### src/rtl/pipe_ctrl_pkg.sv
// Shared types and constants for the pipelined control unit: opcodes,
// ALU-op codes and the packed EX/M/WB control bundle.
package pipe_ctrl_pkg;

    // Opcodes understood by the decoder
    localparam logic [5:0] OP_RTYPE = 6'b000000;
    localparam logic [5:0] OP_BEQ   = 6'b000100;
    localparam logic [5:0] OP_BNE   = 6'b000101;
    localparam logic [5:0] OP_ADDI  = 6'b001000;
    localparam logic [5:0] OP_SLTI  = 6'b001010;
    localparam logic [5:0] OP_LW    = 6'b100011;
    localparam logic [5:0] OP_SW    = 6'b101011;

    // Width of the ALU-op field carried inside the bundle
    localparam int CTRL_ALU_OP_W = 3;

    // ALU operation codes
    localparam logic [CTRL_ALU_OP_W-1:0] ALU_RTYPE = 3'b100;
    localparam logic [CTRL_ALU_OP_W-1:0] ALU_SUB   = 3'b001;
    localparam logic [CTRL_ALU_OP_W-1:0] ALU_SLT   = 3'b010;
    localparam logic [CTRL_ALU_OP_W-1:0] ALU_ADD   = 3'b000;

    // Controls consumed in EX
    typedef struct packed {
        logic [CTRL_ALU_OP_W-1:0] alu_op;
        logic                     alu_src;
        logic                     reg_dst;
        logic                     illegal;
    } ex_ctrl_t;

    // Controls consumed in MEM
    typedef struct packed {
        logic branch;
        logic branch_ne;
        logic mem_read;
        logic mem_write;
    } m_ctrl_t;

    // Controls consumed in WB
    typedef struct packed {
        logic reg_write;
        logic mem_to_reg;
    } wb_ctrl_t;

    // Full bundle as produced by the decoder and held in ID/EX
    typedef struct packed {
        ex_ctrl_t ex;
        m_ctrl_t  m;
        wb_ctrl_t wb;
    } ctrl_bundle_t;

    // What the stage registers do on the next rising edge
    typedef enum logic [1:0] {
        ADV_NORMAL = 2'b00,
        ADV_BUBBLE = 2'b01,
        ADV_FLUSH  = 2'b10
    } adv_e;

endpackage

### src/rtl/pipe_ctrl_unit_if.sv
// Bus between the datapath and pipe_ctrl_unit. The datapath side is the
// master (drives the ID-stage instruction fields and flush), the control
// unit is the slave. With CTRL_PERF_CNT_EN defined the stall/flush
// performance counters are carried here as well.
interface pipe_ctrl_unit_if #(
    parameter int ALU_OP_W   = 3,
    parameter int REG_ADDR_W = 5,
    parameter int CNT_W      = 16
);
    logic [5:0]            instr_op_i;
    logic                  id_valid_i;
    logic [REG_ADDR_W-1:0] id_rs_i;
    logic [REG_ADDR_W-1:0] id_rt_i;
    logic                  flush_i;
    logic                  stall_o;
    logic [ALU_OP_W-1:0]   ex_alu_op_o;
    logic                  ex_alu_src_o;
    logic                  ex_reg_dst_o;
    logic                  ex_illegal_o;
    logic                  mem_branch_o;
    logic                  mem_branch_ne_o;
    logic                  mem_read_o;
    logic                  mem_write_o;
    logic                  wb_reg_write_o;
    logic                  wb_mem_to_reg_o;
`ifdef CTRL_PERF_CNT_EN
    logic [CNT_W-1:0]      stall_cnt_o;
    logic [CNT_W-1:0]      flush_cnt_o;

    modport slave (
        input  instr_op_i, id_valid_i, id_rs_i, id_rt_i, flush_i,
        output stall_o, ex_alu_op_o, ex_alu_src_o, ex_reg_dst_o, ex_illegal_o,
               mem_branch_o, mem_branch_ne_o, mem_read_o, mem_write_o,
               wb_reg_write_o, wb_mem_to_reg_o, stall_cnt_o, flush_cnt_o
    );

    modport master (
        output instr_op_i, id_valid_i, id_rs_i, id_rt_i, flush_i,
        input  stall_o, ex_alu_op_o, ex_alu_src_o, ex_reg_dst_o, ex_illegal_o,
               mem_branch_o, mem_branch_ne_o, mem_read_o, mem_write_o,
               wb_reg_write_o, wb_mem_to_reg_o, stall_cnt_o, flush_cnt_o
    );
`else
    modport slave (
        input  instr_op_i, id_valid_i, id_rs_i, id_rt_i, flush_i,
        output stall_o, ex_alu_op_o, ex_alu_src_o, ex_reg_dst_o, ex_illegal_o,
               mem_branch_o, mem_branch_ne_o, mem_read_o, mem_write_o,
               wb_reg_write_o, wb_mem_to_reg_o
    );

    modport master (
        output instr_op_i, id_valid_i, id_rs_i, id_rt_i, flush_i,
        input  stall_o, ex_alu_op_o, ex_alu_src_o, ex_reg_dst_o, ex_illegal_o,
               mem_branch_o, mem_branch_ne_o, mem_read_o, mem_write_o,
               wb_reg_write_o, wb_mem_to_reg_o
    );
`endif

endinterface

### src/rtl/pipe_ctrl_unit_ctrl_decode.sv
// Purely combinational main decoder: opcode -> control bundle, plus the
// uses_rt flag for hazard detection and the illegal-opcode flag. Every
// unknown opcode yields an all-zero bundle with illegal set, never X.
module ctrl_decode
    import pipe_ctrl_pkg::*;
(
    input  logic [5:0]   op_i,
    output ctrl_bundle_t ctrl_o,
    output logic         uses_rt_o,
    output logic         illegal_o
);

    // Opcode table; fields not set in a branch stay at their zero default
    always_comb begin
        ctrl_o    = '0;
        uses_rt_o = 1'b0;
        illegal_o = 1'b0;
        case (op_i)
            OP_RTYPE: begin
                ctrl_o.ex.reg_dst   = 1'b1;
                ctrl_o.wb.reg_write = 1'b1;
                ctrl_o.ex.alu_op    = ALU_RTYPE;
                uses_rt_o           = 1'b1;
            end
            OP_BEQ: begin
                ctrl_o.m.branch  = 1'b1;
                ctrl_o.ex.alu_op = ALU_SUB;
                uses_rt_o        = 1'b1;
            end
            OP_BNE: begin
                ctrl_o.m.branch    = 1'b1;
                ctrl_o.m.branch_ne = 1'b1;
                ctrl_o.ex.alu_op   = ALU_SUB;
                uses_rt_o          = 1'b1;
            end
            OP_ADDI: begin
                ctrl_o.ex.alu_src   = 1'b1;
                ctrl_o.wb.reg_write = 1'b1;
                ctrl_o.ex.alu_op    = ALU_ADD;
            end
            OP_SLTI: begin
                ctrl_o.ex.alu_src   = 1'b1;
                ctrl_o.wb.reg_write = 1'b1;
                ctrl_o.ex.alu_op    = ALU_SLT;
            end
            OP_LW: begin
                ctrl_o.ex.alu_src    = 1'b1;
                ctrl_o.m.mem_read    = 1'b1;
                ctrl_o.wb.mem_to_reg = 1'b1;
                ctrl_o.wb.reg_write  = 1'b1;
                ctrl_o.ex.alu_op     = ALU_ADD;
            end
            OP_SW: begin
                ctrl_o.ex.alu_src  = 1'b1;
                ctrl_o.m.mem_write = 1'b1;
                ctrl_o.ex.alu_op   = ALU_ADD;
                uses_rt_o          = 1'b1;
            end
            default: begin
                ctrl_o.ex.illegal = 1'b1;
                illegal_o         = 1'b1;
            end
        endcase
    end

endmodule

### src/rtl/pipe_ctrl_unit.sv
// Pipelined control unit for the 5-stage MIPS pipeline. Decodes the ID
// opcode and carries the control bundle through ID/EX, EX/MEM and MEM/WB.
// Detects load-use hazards (1-cycle stall plus bubble) and handles branch
// flushes resolved in MEM; a flush wins over a stall.
// Optional feature macro: CTRL_PERF_CNT_EN (saturating stall/flush counters).
module pipe_ctrl_unit
    import pipe_ctrl_pkg::*;
#(
    parameter int ALU_OP_W   = 3,
    parameter int REG_ADDR_W = 5,
    parameter int CNT_W      = 16
) (
    input  logic             clk_i,
    input  logic             rst_i,
    pipe_ctrl_unit_if.slave  bus
);

    ctrl_bundle_t          dec_ctrl;
    logic                  dec_uses_rt;
    logic                  dec_illegal;

    ctrl_bundle_t          idex_q,     idex_d;
    logic [REG_ADDR_W-1:0] idex_rt_q,  idex_rt_d;
    m_ctrl_t               exmem_m_q,  exmem_m_d;
    wb_ctrl_t              exmem_wb_q, exmem_wb_d;
    wb_ctrl_t              memwb_q,    memwb_d;

    logic                  stall;
    logic                  rt_nonzero;
    logic                  rs_hit;
    logic                  rt_hit;
    adv_e                  adv;

    ctrl_decode u_decode (
        .op_i      (bus.instr_op_i),
        .ctrl_o    (dec_ctrl),
        .uses_rt_o (dec_uses_rt),
        .illegal_o (dec_illegal)
    );

    // Load-use hazard: the load in EX writes a register the ID instruction reads
    always_comb begin
        rt_nonzero = (idex_rt_q != {REG_ADDR_W{1'b0}});
        rs_hit     = (idex_rt_q == bus.id_rs_i);
        rt_hit     = dec_uses_rt & (idex_rt_q == bus.id_rt_i);
        stall      = idex_q.m.mem_read & bus.id_valid_i & rt_nonzero & (rs_hit | rt_hit);
    end

    // Choose the advance mode for this edge; flush beats stall beats empty ID
    always_comb begin
        adv = ADV_NORMAL;
        if (bus.flush_i) begin
            adv = ADV_FLUSH;
        end else if (stall || !bus.id_valid_i) begin
            adv = ADV_BUBBLE;
        end else begin
            adv = ADV_NORMAL;
        end
    end

    // Next-state of the stage registers; later stages advance unless flushed
    always_comb begin
        idex_d     = '0;
        idex_rt_d  = {REG_ADDR_W{1'b0}};
        exmem_m_d  = idex_q.m;
        exmem_wb_d = idex_q.wb;
        memwb_d    = exmem_wb_q;
        case (adv)
            ADV_FLUSH: begin
                exmem_m_d  = '0;
                exmem_wb_d = '0;
            end
            ADV_BUBBLE: begin
                idex_d    = '0;
                idex_rt_d = {REG_ADDR_W{1'b0}};
            end
            ADV_NORMAL: begin
                idex_d            = dec_ctrl;
                idex_d.ex.illegal = dec_illegal;
                idex_rt_d         = bus.id_rt_i;
            end
            default: begin
                idex_d    = '0;
                idex_rt_d = {REG_ADDR_W{1'b0}};
            end
        endcase
    end

    // Stage registers; reset discards all in-flight control
    always_ff @(posedge clk_i or negedge rst_i) begin
        if (!rst_i) begin
            idex_q     <= '0;
            idex_rt_q  <= {REG_ADDR_W{1'b0}};
            exmem_m_q  <= '0;
            exmem_wb_q <= '0;
            memwb_q    <= '0;
        end else begin
            idex_q     <= idex_d;
            idex_rt_q  <= idex_rt_d;
            exmem_m_q  <= exmem_m_d;
            exmem_wb_q <= exmem_wb_d;
            memwb_q    <= memwb_d;
        end
    end

    assign bus.stall_o         = stall;
    assign bus.ex_alu_op_o     = ALU_OP_W'(idex_q.ex.alu_op);
    assign bus.ex_alu_src_o    = idex_q.ex.alu_src;
    assign bus.ex_reg_dst_o    = idex_q.ex.reg_dst;
    assign bus.ex_illegal_o    = idex_q.ex.illegal;
    assign bus.mem_branch_o    = exmem_m_q.branch;
    assign bus.mem_branch_ne_o = exmem_m_q.branch_ne;
    assign bus.mem_read_o      = exmem_m_q.mem_read;
    assign bus.mem_write_o     = exmem_m_q.mem_write;
    assign bus.wb_reg_write_o  = memwb_q.reg_write;
    assign bus.wb_mem_to_reg_o = memwb_q.mem_to_reg;

`ifdef CTRL_PERF_CNT_EN
    logic [CNT_W-1:0] stall_cnt_q, stall_cnt_d;
    logic [CNT_W-1:0] flush_cnt_q, flush_cnt_d;

    function automatic logic [CNT_W-1:0] sat_inc(input logic [CNT_W-1:0] v);
        if (v == {CNT_W{1'b1}}) begin
            return v;
        end else begin
            return v + {{(CNT_W-1){1'b0}}, 1'b1};
        end
    endfunction

    // Count stall cycles that were not overridden by a flush, and flush cycles
    always_comb begin
        stall_cnt_d = stall_cnt_q;
        flush_cnt_d = flush_cnt_q;
        if (stall && !bus.flush_i) begin
            stall_cnt_d = sat_inc(stall_cnt_q);
        end else begin
            stall_cnt_d = stall_cnt_q;
        end
        if (bus.flush_i) begin
            flush_cnt_d = sat_inc(flush_cnt_q);
        end else begin
            flush_cnt_d = flush_cnt_q;
        end
    end

    // Counter registers
    always_ff @(posedge clk_i or negedge rst_i) begin
        if (!rst_i) begin
            stall_cnt_q <= {CNT_W{1'b0}};
            flush_cnt_q <= {CNT_W{1'b0}};
        end else begin
            stall_cnt_q <= stall_cnt_d;
            flush_cnt_q <= flush_cnt_d;
        end
    end

    assign bus.stall_cnt_o = stall_cnt_q;
    assign bus.flush_cnt_o = flush_cnt_q;
`endif

endmodule

### src/flat_wrapper.sv
// flat-port wrapper written by rule: the top's interface ports become plain ports
module pipe_ctrl_unit_flat import pipe_ctrl_pkg::*;
#(
    parameter int ALU_OP_W   = 3,
    parameter int REG_ADDR_W = 5,
    parameter int CNT_W      = 16
)
  (clk_i, rst_i, bus_instr_op_i, bus_id_valid_i, bus_id_rs_i, bus_id_rt_i, bus_flush_i, bus_stall_o, bus_ex_alu_op_o, bus_ex_alu_src_o, bus_ex_reg_dst_o, bus_ex_illegal_o, bus_mem_branch_o, bus_mem_branch_ne_o, bus_mem_read_o, bus_mem_write_o, bus_wb_reg_write_o, bus_wb_mem_to_reg_o);
  pipe_ctrl_unit_if #(.ALU_OP_W(ALU_OP_W), .REG_ADDR_W(REG_ADDR_W), .CNT_W(CNT_W)) bus_i ();
  input  logic clk_i;
  input  logic rst_i;
  input wire logic [$bits(bus_i.instr_op_i)-1:0] bus_instr_op_i;
  input wire logic [$bits(bus_i.id_valid_i)-1:0] bus_id_valid_i;
  input wire logic [$bits(bus_i.id_rs_i)-1:0] bus_id_rs_i;
  input wire logic [$bits(bus_i.id_rt_i)-1:0] bus_id_rt_i;
  input wire logic [$bits(bus_i.flush_i)-1:0] bus_flush_i;
  output wire logic [$bits(bus_i.stall_o)-1:0] bus_stall_o;
  output wire logic [$bits(bus_i.ex_alu_op_o)-1:0] bus_ex_alu_op_o;
  output wire logic [$bits(bus_i.ex_alu_src_o)-1:0] bus_ex_alu_src_o;
  output wire logic [$bits(bus_i.ex_reg_dst_o)-1:0] bus_ex_reg_dst_o;
  output wire logic [$bits(bus_i.ex_illegal_o)-1:0] bus_ex_illegal_o;
  output wire logic [$bits(bus_i.mem_branch_o)-1:0] bus_mem_branch_o;
  output wire logic [$bits(bus_i.mem_branch_ne_o)-1:0] bus_mem_branch_ne_o;
  output wire logic [$bits(bus_i.mem_read_o)-1:0] bus_mem_read_o;
  output wire logic [$bits(bus_i.mem_write_o)-1:0] bus_mem_write_o;
  output wire logic [$bits(bus_i.wb_reg_write_o)-1:0] bus_wb_reg_write_o;
  output wire logic [$bits(bus_i.wb_mem_to_reg_o)-1:0] bus_wb_mem_to_reg_o;
  assign bus_i.instr_op_i = bus_instr_op_i;
  assign bus_i.id_valid_i = bus_id_valid_i;
  assign bus_i.id_rs_i = bus_id_rs_i;
  assign bus_i.id_rt_i = bus_id_rt_i;
  assign bus_i.flush_i = bus_flush_i;
  assign bus_stall_o = bus_i.stall_o;
  assign bus_ex_alu_op_o = bus_i.ex_alu_op_o;
  assign bus_ex_alu_src_o = bus_i.ex_alu_src_o;
  assign bus_ex_reg_dst_o = bus_i.ex_reg_dst_o;
  assign bus_ex_illegal_o = bus_i.ex_illegal_o;
  assign bus_mem_branch_o = bus_i.mem_branch_o;
  assign bus_mem_branch_ne_o = bus_i.mem_branch_ne_o;
  assign bus_mem_read_o = bus_i.mem_read_o;
  assign bus_mem_write_o = bus_i.mem_write_o;
  assign bus_wb_reg_write_o = bus_i.wb_reg_write_o;
  assign bus_wb_mem_to_reg_o = bus_i.wb_mem_to_reg_o;
  pipe_ctrl_unit #(.ALU_OP_W(ALU_OP_W), .REG_ADDR_W(REG_ADDR_W), .CNT_W(CNT_W)) u_core (.clk_i(clk_i), .rst_i(rst_i), .bus(bus_i));
endmodule
### config.mk
export PLATFORM = sky130hd
export DESIGN_NAME = pipe_ctrl_unit_flat
export DESIGN_NICKNAME = d
export VERILOG_FILES = /design/src/rtl/pipe_ctrl_pkg.sv /design/src/rtl/pipe_ctrl_unit_if.sv /design/src/rtl/pipe_ctrl_unit_ctrl_decode.sv /design/src/rtl/pipe_ctrl_unit.sv /design/src/flat_wrapper.sv
export SDC_FILE = /design/constraint.sdc
export NUM_CORES = 1
export LEC_CHECK = 0
export ABC_AREA = 1
export CAP_MARGIN = 20
export CORE_MARGIN = 5
export CORE_UTILIZATION = 49
export CTS_BUF_LIST = sky130_fd_sc_hd__clkbuf_2 sky130_fd_sc_hd__clkbuf_4 sky130_fd_sc_hd__clkbuf_8
export CTS_CLUSTER_DIAMETER = 50
export DETAILED_ROUTE_END_ITERATION = 7
export PLACE_DENSITY_LB_ADDON = 0.12
export SLEW_MARGIN = 20
export SYNTH_ARGS = -nofsm -noshare
export SYNTH_HDL_FRONTEND = slang
export SYNTH_SLANG_ARGS = --single-unit
export TNS_END_PERCENT = 20
### constraint.sdc
create_clock -name clk_i -period 2.6 [get_ports clk_i]
set_clock_uncertainty 0.2 [all_clocks]
set_input_delay 0.78 -clock clk_i [delete_from_list [all_inputs] [get_ports clk_i]]
set_output_delay 0.78 -clock clk_i [all_outputs]
set_load 0.1 [all_outputs]
==> summary.md, run 1 <==
| Metric | Value |
|---|---|
| Status | finished with violations |
| Failing checks | negative setup slack |
| GR Util All Layers | 16.4% |
| Synthesized Nets | 127 |
| Mapped Area | 960 um2 |
| Setup_tns | -103 ps |
| Worst-Skew Late Latency | 290 ps |
| HP Class | flop to flop |
| Largest register FFs | 5 |
| Area grow syn2layout | 54.9% |
| # H-tree levels | 1 |
| Row count | 16 |
| Yosys warns | 0 |
| ANT cells | 0 |
| Final nets | 180 |
| Clock power frac | 25.9% |
| Max-slew violations | 0 |
| Drt initial violations | 7 |
| Final period utilization | 104% |
| R2r setup slk | 830 ps |
| Total grt overflow | 0 |
| Register with the most flip-flops | u_core.idex_rt_q |
| Fin. Hold Viols | 0 |
| Library cells used by synthesis | 16 |
| DIE AREA | between 2000 and 3000 um2 |
| Main combinational cell family by area after synthesis | simple AND/OR/NAND/NOR gates |
| Initial antenna violation count | 0 |
| First-pass DRT Iterations | 4 |
| Total Power | 606 uW |
| Multi-input gate area | about 400 um2 |
| FMAX | 0.370 GHz |
| Die Y | 54.3 um |
| Sw power | between 150 and 200 uW |
| Combinational power share | 18.7% |
| Post-DR vias/cell | 4.47 |
| First-pass GRT wire length | roughly 3.5 mm |
| Slew @ Worst Pin | around 280 ps |
| Compound-gate portion of the synthesized area | 1.30% |
| Largest net degree at the start of global routing | 22 |
| Share of cells above drive strength 1 | 43.4% |
| Final GP Congestion | about 0.94 |
| Sequential Area | 526 um2 |
| Static leakage | 0.790 nW |
| Avg Cell Area, Syn | 8.97 um2 |
| RR Startpoint | u_core.idex_rt_q[1]$_DFF_PN0_ |
| Cell-internal power | between 400 and 500 uW |
| DPL Wire Length | roughly 1.5 mm |
| Post-synthesis mux area share | 0% |
| Fillers | 133 |
| Max_cap viols | 0 |
| Crit path DAT | 1720 ps |
| Port Buf Inserts | 32 |
| Peak supply drop | 0.000357 V |
| PnR worst setup slack | -103 ps |
| CTS max path bufs | 2 |
| CTS buffer count | 3 |
| Die span in x | 54.3 um |
| Worst Hold Launch | u_core.exmem_wb_q[1]$_DFF_PN0_ |
| Power Dens Cells | 408 nW/um2 |
| Sequential share of the synthesized area | around 55% |
| Drt drc | 0 |
| Setup crit start | bus_id_rt_i[2] |
| #FFs+latches synth | 21 |
| Syn Inst Count | 107 |
| CP endpoint kind | primary output |
| Remaining antenna violation count after routing | 0 |
| Post-Synth XOR/XNOR Area | around 9.1% |
| Clk sinks | 21 |
| Fin crit period | 2700 ps |
| RSZ-0062 raised after global routing | true |
| Wire length per cell | ~11 um |
| Reg power frac | 55.4% |
| Starting Density | between 40% and 50% |
| Critical Path Start Type | input port |
| Vias in the first global route | 870 |
| Vias | 832 |
| CP required | 1620 ps |
| Crit Path Max Fanout | 2 |
| Clk slew on worst S/H paths | 120 ps |
| Final setup viols | 1 |
| Slew margin rel. | 81.5% |
| Core area | 1920 um2 |
| Clock root cell | clkbuf_4 |
| CTS tree | done |
| # IOs | 33 |
| Adder-cell area share of the yosys netlist | 0% |
| Synth Area in Simple Gates | roughly a quarter |
| Final WL | between 2 and 2.5 mm |
| Critical path type | input port to primary output |
| Sw frac | 27.3% |
## metrics by stage
| stage | std cells | cell area [um2] | worst slack, ps | hold WS [ps] | util [%] |
|---|---|---|---|---|---|
| 2_1_floorplan | 107 | 1010 | -26.5 | 131 | - |
| 3_3_place_gp | 173 | 1400 | -527 | 135 | 72.7 |
| 3_5_place_dp | 173 | 1400 | -561 | 138 | 72.7 |
| 4_1_cts | 185 | 1480 | -96.9 | 167 | 77.0 |
| 5_1_grt | 186 | 1490 | -144 | 171 | 77.3 |
| 6_report | 186 | 1490 | -103 | 163 | 77.3 |
## layer usage
metal	vias up	GRT usage (%)	routed length (um)
li1	422	-	-
met1	383	17.9	823
met2	25	31.1	1150
met3	2	3.27	124
met4	0	5.81	12
met5	-	0	0
## repair_timing
| action | in CTS | in global routing |
|---|---|---|
| resized for setup | 61 | 4 |
| buffers inserted | 8 | 1 |
| hold buffers | 0 | 0 |
| gates cloned | 0 | 0 |
| pin swaps | 24 | 3 |
| setup endpoints to repair | 1 | 1 |
## kinds of logic (layout without fill, tap and decap cells)
| group | Yosys count | in the layout |
|---|---|---|
| compound gates | 2 | 2 |
| xor+xnor | 10 | 10 |
| buf+inv | 23 | 75 |
| flops | 21 | 21 |
| simple gates | 51 | 51 |
## cell usage after synthesis
master,n,area share [%]
buf_6,1,1.2
inv_1,19,7.4
nand2_2,1,0.65
or2_2,1,0.65
nor3_1,1,0.52
nand3_1,9,4.7
nor2_2,3,2.0
nand2_4,1,1.2
buf_4,3,2.3
xnor2_1,3,2.7
a31oi_1,2,1.3
dfrtp_1,21,55
nor2_1,28,11
nand2_1,5,2.0
xor2_1,7,6.4
nand4_1,2,1.3
## worst max-delay path: stages
cell	delay, ps
clkdlybuf4s15_1	210
xor2_1	210
nor2_2	60
nand3_2	50
nand2_1	60
nand2_2	80
clkinvlp_4	100
buf_12	170
## power by group through the flow
stage,Sequential [mW],Combinational [mW],Clock [mW]
final,0.336,0.113,0.157
after detailed placement,0.342,0.111,0
after global placement,0.342,0.109,0
after global routing,0.336,0.124,0.179
after CTS,0.336,0.112,0.162
after floorplan,0.352,0.0404,0
## layout by cell type (no fill, tap or decap), drive strengths merged
cell type      count
a31oi              2
buf               42
clkbuf             4
clkdlybuf4s15      5
clkdlybuf4s50      2
clkinvlp           2
dfrtp             21
dlygate4sd2        2
inv               18
nand2              7
nand3              9
nand4              2
nor2              31
nor3               1
or2                1
xnor2              3
xor2               7
## worst paths after layout
path,endpoint,depth (start not counted)
max in group asynchronous,u_core.idex_q[3]$_DFF_PN0_,2
min in group asynchronous,u_core.bus.mem_branch_ne_o$_DFF_PN0_,2
worst max-delay path,bus_stall_o,8
worst max register to register,u_core.idex_q[1]$_DFF_PN0_,10
worst min-delay path,u_core.bus.wb_reg_write_o$_DFF_PN0_,0
worst min register to register,u_core.bus.wb_reg_write_o$_DFF_PN0_,0
## cell type report
| class | count | area share, % |
|---|---|---|
| Clock inverter | 1 | 0.505 |
| Tap cell | 27 | 2.27 |
| Timing Repair Buffer | 52 | 28.1 |
| Clock buffer | 3 | 1.52 |
| Sequential cell | 21 | 35.4 |
| Inverter | 19 | 5.39 |
| Multi-Input combinational cell | 63 | 26.9 |
Power figures use the tool's default switching activity.
==> run 2: changes to the inputs <==
Settings changed: CORE_UTILIZATION 49 to 41.
Clock period 2.6 ns to 2.27 ns, I/O delays scaled along.
==> run 2 against run 1 <==
  * The run still ends with negative setup slack left
  * Clock power up 19%
  * Final cell count up 1.1%
  * Flip-flop and latch count unchanged
  * Non-clock buffer count up 1
==> summary.md, run 2 (synthesis results as in run 1) <==
| Metric | Value |
|---|---|
| Status | finished with violations |
| Failing checks | negative setup slack |
| CTS max path bufs | 2 |
| Initial antenna violation count | 0 |
| Clk sinks | 21 |
| DPL Wire Length | 1.67 mm |
| Commonest non-fill, non-tap cell in the layout | nor2_1 |
| Area grow syn2layout | 72.2% |
| Final nets | 181 |
| CP required | 1390 ps |
| Crit path DAT | around 1700 ps |
| HP Class | flop to flop |
| Fin crit period | 2530 ps |
| Worst Hold Launch | u_core.exmem_wb_q[1]$_DFF_PN0_ |
| Critical path type | input port to primary output |
| Row count | 17 |
| CP max stage cell | buf_12 |
| Largest stage delay on the critical path | between 150 and 200 ps |
| Fillers | 165 |
| # IOs | 33 |
| Core area | ~2200 um2 |
| RSZ-0062 raised after global routing | true |
| Worst-Skew Late Latency | ~300 ps |
| Register with the most flip-flops | u_core.idex_rt_q |
| Die span in x | 58.4 um |
| Crit-path most repeated cell | nand3_2 |
| Post-place setup slack | -720 ps |
| Slew margin rel. | between 80 and 90% |
| Post-Layout Cell Count | ~190 |
| CP endpoint kind | primary output |
| Fin. Hold Viols | 0 |
| Vias | 856 |
| Share of cells above drive strength 1 | 44.4% |
| Final period utilization | 111% |
| CP Cell Sequence | buf_2, nor2_4, nand3_2, nand3_2, nand3_2, nand2_2, nand2_4, clkinvlp_4, buf_12 |
| Remaining antenna violation count after routing | 0 |
| Critical Path Start Type | input port |
| Most frequent cells in the layout | nor2_1, buf_4, dfrtp_1 |
| Largest net degree at the start of global routing | 22 |
| Max-slew violations | 0 |
| Total grt overflow | 0 |
| Port Buf Inserts | 32 |
| RR Startpoint | u_core.idex_rt_q[0]$_DFF_PN0_ |
| Hold Path End | u_core.bus.wb_reg_write_o$_DFF_PN0_ |
| FMAX | 0.395 GHz |
| PnR worst setup slack | -260 ps |
| Die Y | between 50 and 60 um |
| Inst Count DP | 176 |
| Capture point of the worst reg-to-reg path | u_core.bus.ex_alu_src_o$_DFF_PN0_ |
| GR Util All Layers | between 10% and 20% |
| ANT cells | 0 |
| Reg2Reg Depth | 10 |
| Drt initial violations | 3 |
| CTS Hold Bufs | 0 |
| Final GP Congestion | 0.936 |
| Vias in the first global route | 889 |
| Clock root cell | clkbuf_4 |
| Peak supply drop | 0.000354 V |
| Largest register FFs | 5 |
| Final setup viols | 1 |
| # H-tree levels | 1 |
| Starting Density | ~43% |
| CTS tree | done |
| Final WL | ~2.2 mm |
| Static leakage | approximately 0.85 nW |
| Clk slew on worst S/H paths | roughly 110 ps |
| DIE AREA | 3410 um2 |
| Crit Path Max Fanout | 3 |
| R2r setup slk | 500 ps |
| First-pass GRT wire length | 3.59 mm |
| Multi-input gate area | roughly 410 um2 |
| Hold depth | 0 |
| Drt drc | 0 |
| First-pass DRT Iterations | 4 |
| Slew @ Worst Pin | 258 ps |
| Sequential Area | about 530 um2 |
| Post-DR vias/cell | 4.55 |
| Wire length per cell | 11.5 um |
| CTS buffer count | 3 |
| Power Dens Cells | 427 nW/um2 |
| Max_cap viols | 0 |
[run 2: repair_timing]
item,4_1_cts,5_1_grt
buffers inserted,6,2
resized for setup,60,6
setup endpoints to repair,1,1
pin swaps,22,9
[run 2: power breakdown]
| part | switching [mW] | total [mW] | internal (mW) |
|---|---|---|---|
| logic | 0.0717 | 0.134 | 0.0624 |
| clock network | 0.106 | 0.187 | 0.0804 |
| registers | 0.00597 | 0.386 | 0.380 |
| total | 0.184 | 0.707 | 0.522 |
[run 2: layout make-up]
class / instances / share of cell area, %
multi-input combinational: 63 / 25.1
sequential: 21 / 31.8
tap: 28 / 2.12
inverter: 19 / 4.84
timing repair buffer: 53 / 34.4
clock buffer: 4 / 1.82
[run 2: how the worst max path moves through the flow]
stage,from,to,cells past startpoint
2_1_floorplan,bus_instr_op_i[4],bus_stall_o,7
3_3_place_gp,bus_instr_op_i[3],bus_stall_o,10
3_5_place_dp,bus_instr_op_i[3],bus_stall_o,10
4_1_cts,bus_instr_op_i[2],bus_stall_o,10
5_1_grt,bus_instr_op_i[4],bus_stall_o,9
6_report,bus_instr_op_i[4],bus_stall_o,9
[run 2: per-stage QoR]
step           total power [mW]  setup TNS, ps  utilization (%)  hold slack (ps)  instance area (um2)
5_1_grt                   0.744           -316             74.0              191                 1650
3_3_place_gp              0.523          -3410             70.0              133                 1560
6_report                  0.707           -260             74.0              167                 1650
2_1_floorplan             0.449           -159                -              131                 1010
3_5_place_dp              0.526          -4180             70.0              150                 1560
4_1_cts                   0.711           -250             72.7              175                 1620
[run 2: worst max-delay path, delay by kind of cell]
kind | cells | cell delay [ps]
buffers and inverters | 3 | 370
AND/OR/NAND/NOR | 6 | 590
[run 2: metal layers]
metal / GRT usage [%] / part of all wire (%) / up-vias
met3: 1.75 / 4.7 / 6
met4: 9.93 / 3.3 / 0
li1: - / - / 426
met5: 0 / 0 / -
met2: 25.0 / 53 / 25
met1: 15.4 / 39 / 399
==> run 3: changes to the inputs <==
Settings changed: CORE_UTILIZATION 41 to 49, PLACE_DENSITY from default to 0.86, PLACE_DENSITY_LB_ADDON 0.12 to default, SYNTH_HIERARCHICAL from default to 1.
Clock period 2.27 ns to 2.4 ns, I/O delays scaled along.
==> run 3 against run 2 <==
  * The run still ends with negative setup slack left
  * Synthesized cell count is 50% higher
  * Non-clock buffer count is 8 higher
  * Setup slack worse by 150 ps
  * Critical path type unchanged
  * Critical path depth is 3 higher
  * Flip-flop and latch count is 4 higher
  * Global-route usage is 4.8 points higher
  * Sequential share of layout area is 2.2 points higher
  * Hold slack worse by 0.75 ps
  * Utilization is 1.6 points higher
  * Largest power group unchanged
==> summary.md, run 3 <==
| Metric | Value |
|---|---|
| RSZ-0062 raised after global routing | true |
| RR Startpoint | u_core/idex_rt_q[3]$_DFF_PN0_ |
| CTS buffer count | 3 |
| Post-DR vias/cell | 4.61 |
| ANT cells | 0 |
| Post-place setup slack | -811 ps |
| Final nets | roughly 240 |
| Crit Path Max Fanout | 2 |
| Final core occ | between 70% and 80% |
| Critical path type | input port to primary output |
| Hold Path End | u_core/bus.wb_mem_to_reg_o$_DFF_PN0_ |
| Drt initial violations | 30 |
| Register with the most flip-flops | u_core/idex_q |
| Capture point of the worst reg-to-reg path | u_core/idex_q[4]$_DFF_PN0_ |
| Core area | 2430 um2 |
| Share of cells above drive strength 1 | approximately a third |
| HP Class | flop to flop |
| Final GP Congestion | around 0.84 |
| Final period utilization | 117% |
| FMAX | 0.356 GHz |
| Fillers | 169 |
| Row count | 18 |
| Most frequent cells in the layout | inv_1, buf_4, nor2_1 |
| Hold depth | 0 |
| Setup_tns | -1320 ps |
| Synthesized Nets | about 180 |
| DPL Wire Length | approximately 2 mm |
| Port Buf Inserts | 32 |
| Max_cap viols | 0 |
| GR Util All Layers | a little under a fifth |
| Yosys warns | 6 |
| Status | finished with violations |
| DIE AREA | approximately 3600 um2 |
| # H-tree levels | 1 |
| CP required | 1480 ps |
| Clk slew on worst S/H paths | 140 ps |
| CTS tree | done |
| First-pass GRT wire length | 5.07 mm |
| Crit path DAT | 1890 ps |
| Largest net degree at the start of global routing | 26 |
| Total grt overflow | 0 |
| CP endpoint kind | primary output |
| Slew @ Worst Pin | approximately 310 ps |
| Initial antenna violation count | 0 |
| Worst Hold Launch | u_core/exmem_wb_q[0]$_DFF_PN0_ |
| Fin crit period | ~2800 ps |
| Total Power | 760 uW |
| Largest register FFs | 6 |
| Die Y | roughly 60 um |
| Die span in x | around 60 um |
| Mapped Area | 1210 um2 |
| Cell Area, Placed | about 1700 um2 |
| Avg Cell Area, Syn | between 7 and 8 um2 |
| Fin. Hold Viols | 0 |
| Multi-input gate area | 402 um2 |
| Power Dens Cells | 414 nW/um2 |
| Final WL | 3.02 mm |
| R2r setup slk | 610 ps |
| Starting Density | 49.9% |
| Max-slew violations | 0 |
| Sequential Area | 626 um2 |
| Peak supply drop | 0.000319 V |
| PnR worst setup slack | -410 ps |
| CTS max path bufs | 2 |
| Post-route cell area | 1840 um2 |
| Commonest non-fill, non-tap cell in the layout | inv_1 |
| Critical Path Start Type | input port |
| Vias | 1153 |
| Final setup viols | 4 |
| Syn Inst Count | 161 |
| # IOs | 33 |
| Wire length per cell | 12.1 um |
| Area grow syn2layout | 51.4% |
| Slew margin rel. | 79.0% |
| First-pass DRT Iterations | 4 |
| Reg2Reg Depth | 11 |
| Clock root cell | clkbuf_4 |
| Clk sinks | 25 |
| Vias in the first global route | roughly 1200 |
| Static leakage | about 1.0 nW |
| Drt drc | 0 |
| Worst-Skew Late Latency | 320 ps |
| Remaining antenna violation count after routing | 0 |
| Failing checks | negative setup slack |
==> run 3: changes by cell type in the layout (fill, tap and decap cells not counted), moves of 5 or more <==
cell / before / now
nor2_1: 23 / 34
clkdlybuf4s15_1: 5 / 0
buf_4: 21 / 34
buf_12: 13 / 7
inv_1: 15 / 43
nand2_1: 3 / 27
dlygate4sd2_1: 2 / 9
xor2_1: 7 / 0
==> run 3: metrics by stage <==
step,hold WS (ps),cells
2_1_floorplan,131,161
3_3_place_gp,132,229
3_5_place_dp,136,229
4_1_cts,171,249
5_1_grt,176,250
6_report,166,250
==> run 3: how the worst max path moves through the flow <==
| stage | startpoint | endpoint | slack [ps] | cells after the start |
|---|---|---|---|---|
| floorplan | bus_instr_op_i[5] | bus_stall_o | -220 | 9 |
| global placement | bus_instr_op_i[3] | bus_stall_o | -750 | 12 |
| detailed placement | bus_instr_op_i[3] | bus_stall_o | -810 | 12 |
| CTS | bus_instr_op_i[2] | bus_stall_o | -400 | 12 |
| global route | bus_instr_op_i[2] | bus_stall_o | -470 | 12 |
| finish | bus_instr_op_i[2] | bus_stall_o | -410 | 12 |
==> run 3: where the power goes <==
group,internal [mW],switching (mW),total (mW)
clock,0.0638,0.132,0.196
combinational,0.0584,0.0743,0.133
sequential,0.427,0.00468,0.431
==> run 3: what timing repair did <==
| action | CTS | global route |
|---|---|---|
| endpoints found under the setup margin | 1 | 4 |
| endpoints found under the hold margin | 0 | 0 |
| pin swaps | 18 | 10 |
| gates resized for setup | 38 | 2 |
| hold buffers | 0 | 0 |
| setup buffers | 16 | 1 |
==> run 3: worst max-delay path, stage by stage <==
cell	delay (ps)
buf_6	90
buf_6	120
nor2_4	110
nand3_2	110
nand3_2	110
nand2_2	50
nor2_1	90
nand3_1	80
nand2_1	70
nand2_2	80
clkinvlp_4	90
buf_12	170
==> run 3: area by class of cell <==
type / count / share of cell area, %
Timing Repair Buffer: 61 / 30.7
Sequential cell: 25 / 34.0
Tap cell: 30 / 2.04
Clock buffer: 3 / 1.23
Multi-Input combinational cell: 84 / 21.9
Inverter: 46 / 9.73
Clock inverter: 1 / 0.408
==> run 3: metal layers <==
| layer | global-route usage (%) | vias to the layer above | wire (um) | share of wire, % |
|---|---|---|---|---|
| met5 | 0 | - | 0 | 0 |
| met4 | 11.4 | 0 | 97 | 3.2 |
| met3 | 3.24 | 12 | 147 | 4.9 |
| met2 | 33.5 | 39 | 1600 | 53 |
| met1 | 20.8 | 538 | 1170 | 39 |
| li1 | - | 564 | - | - |
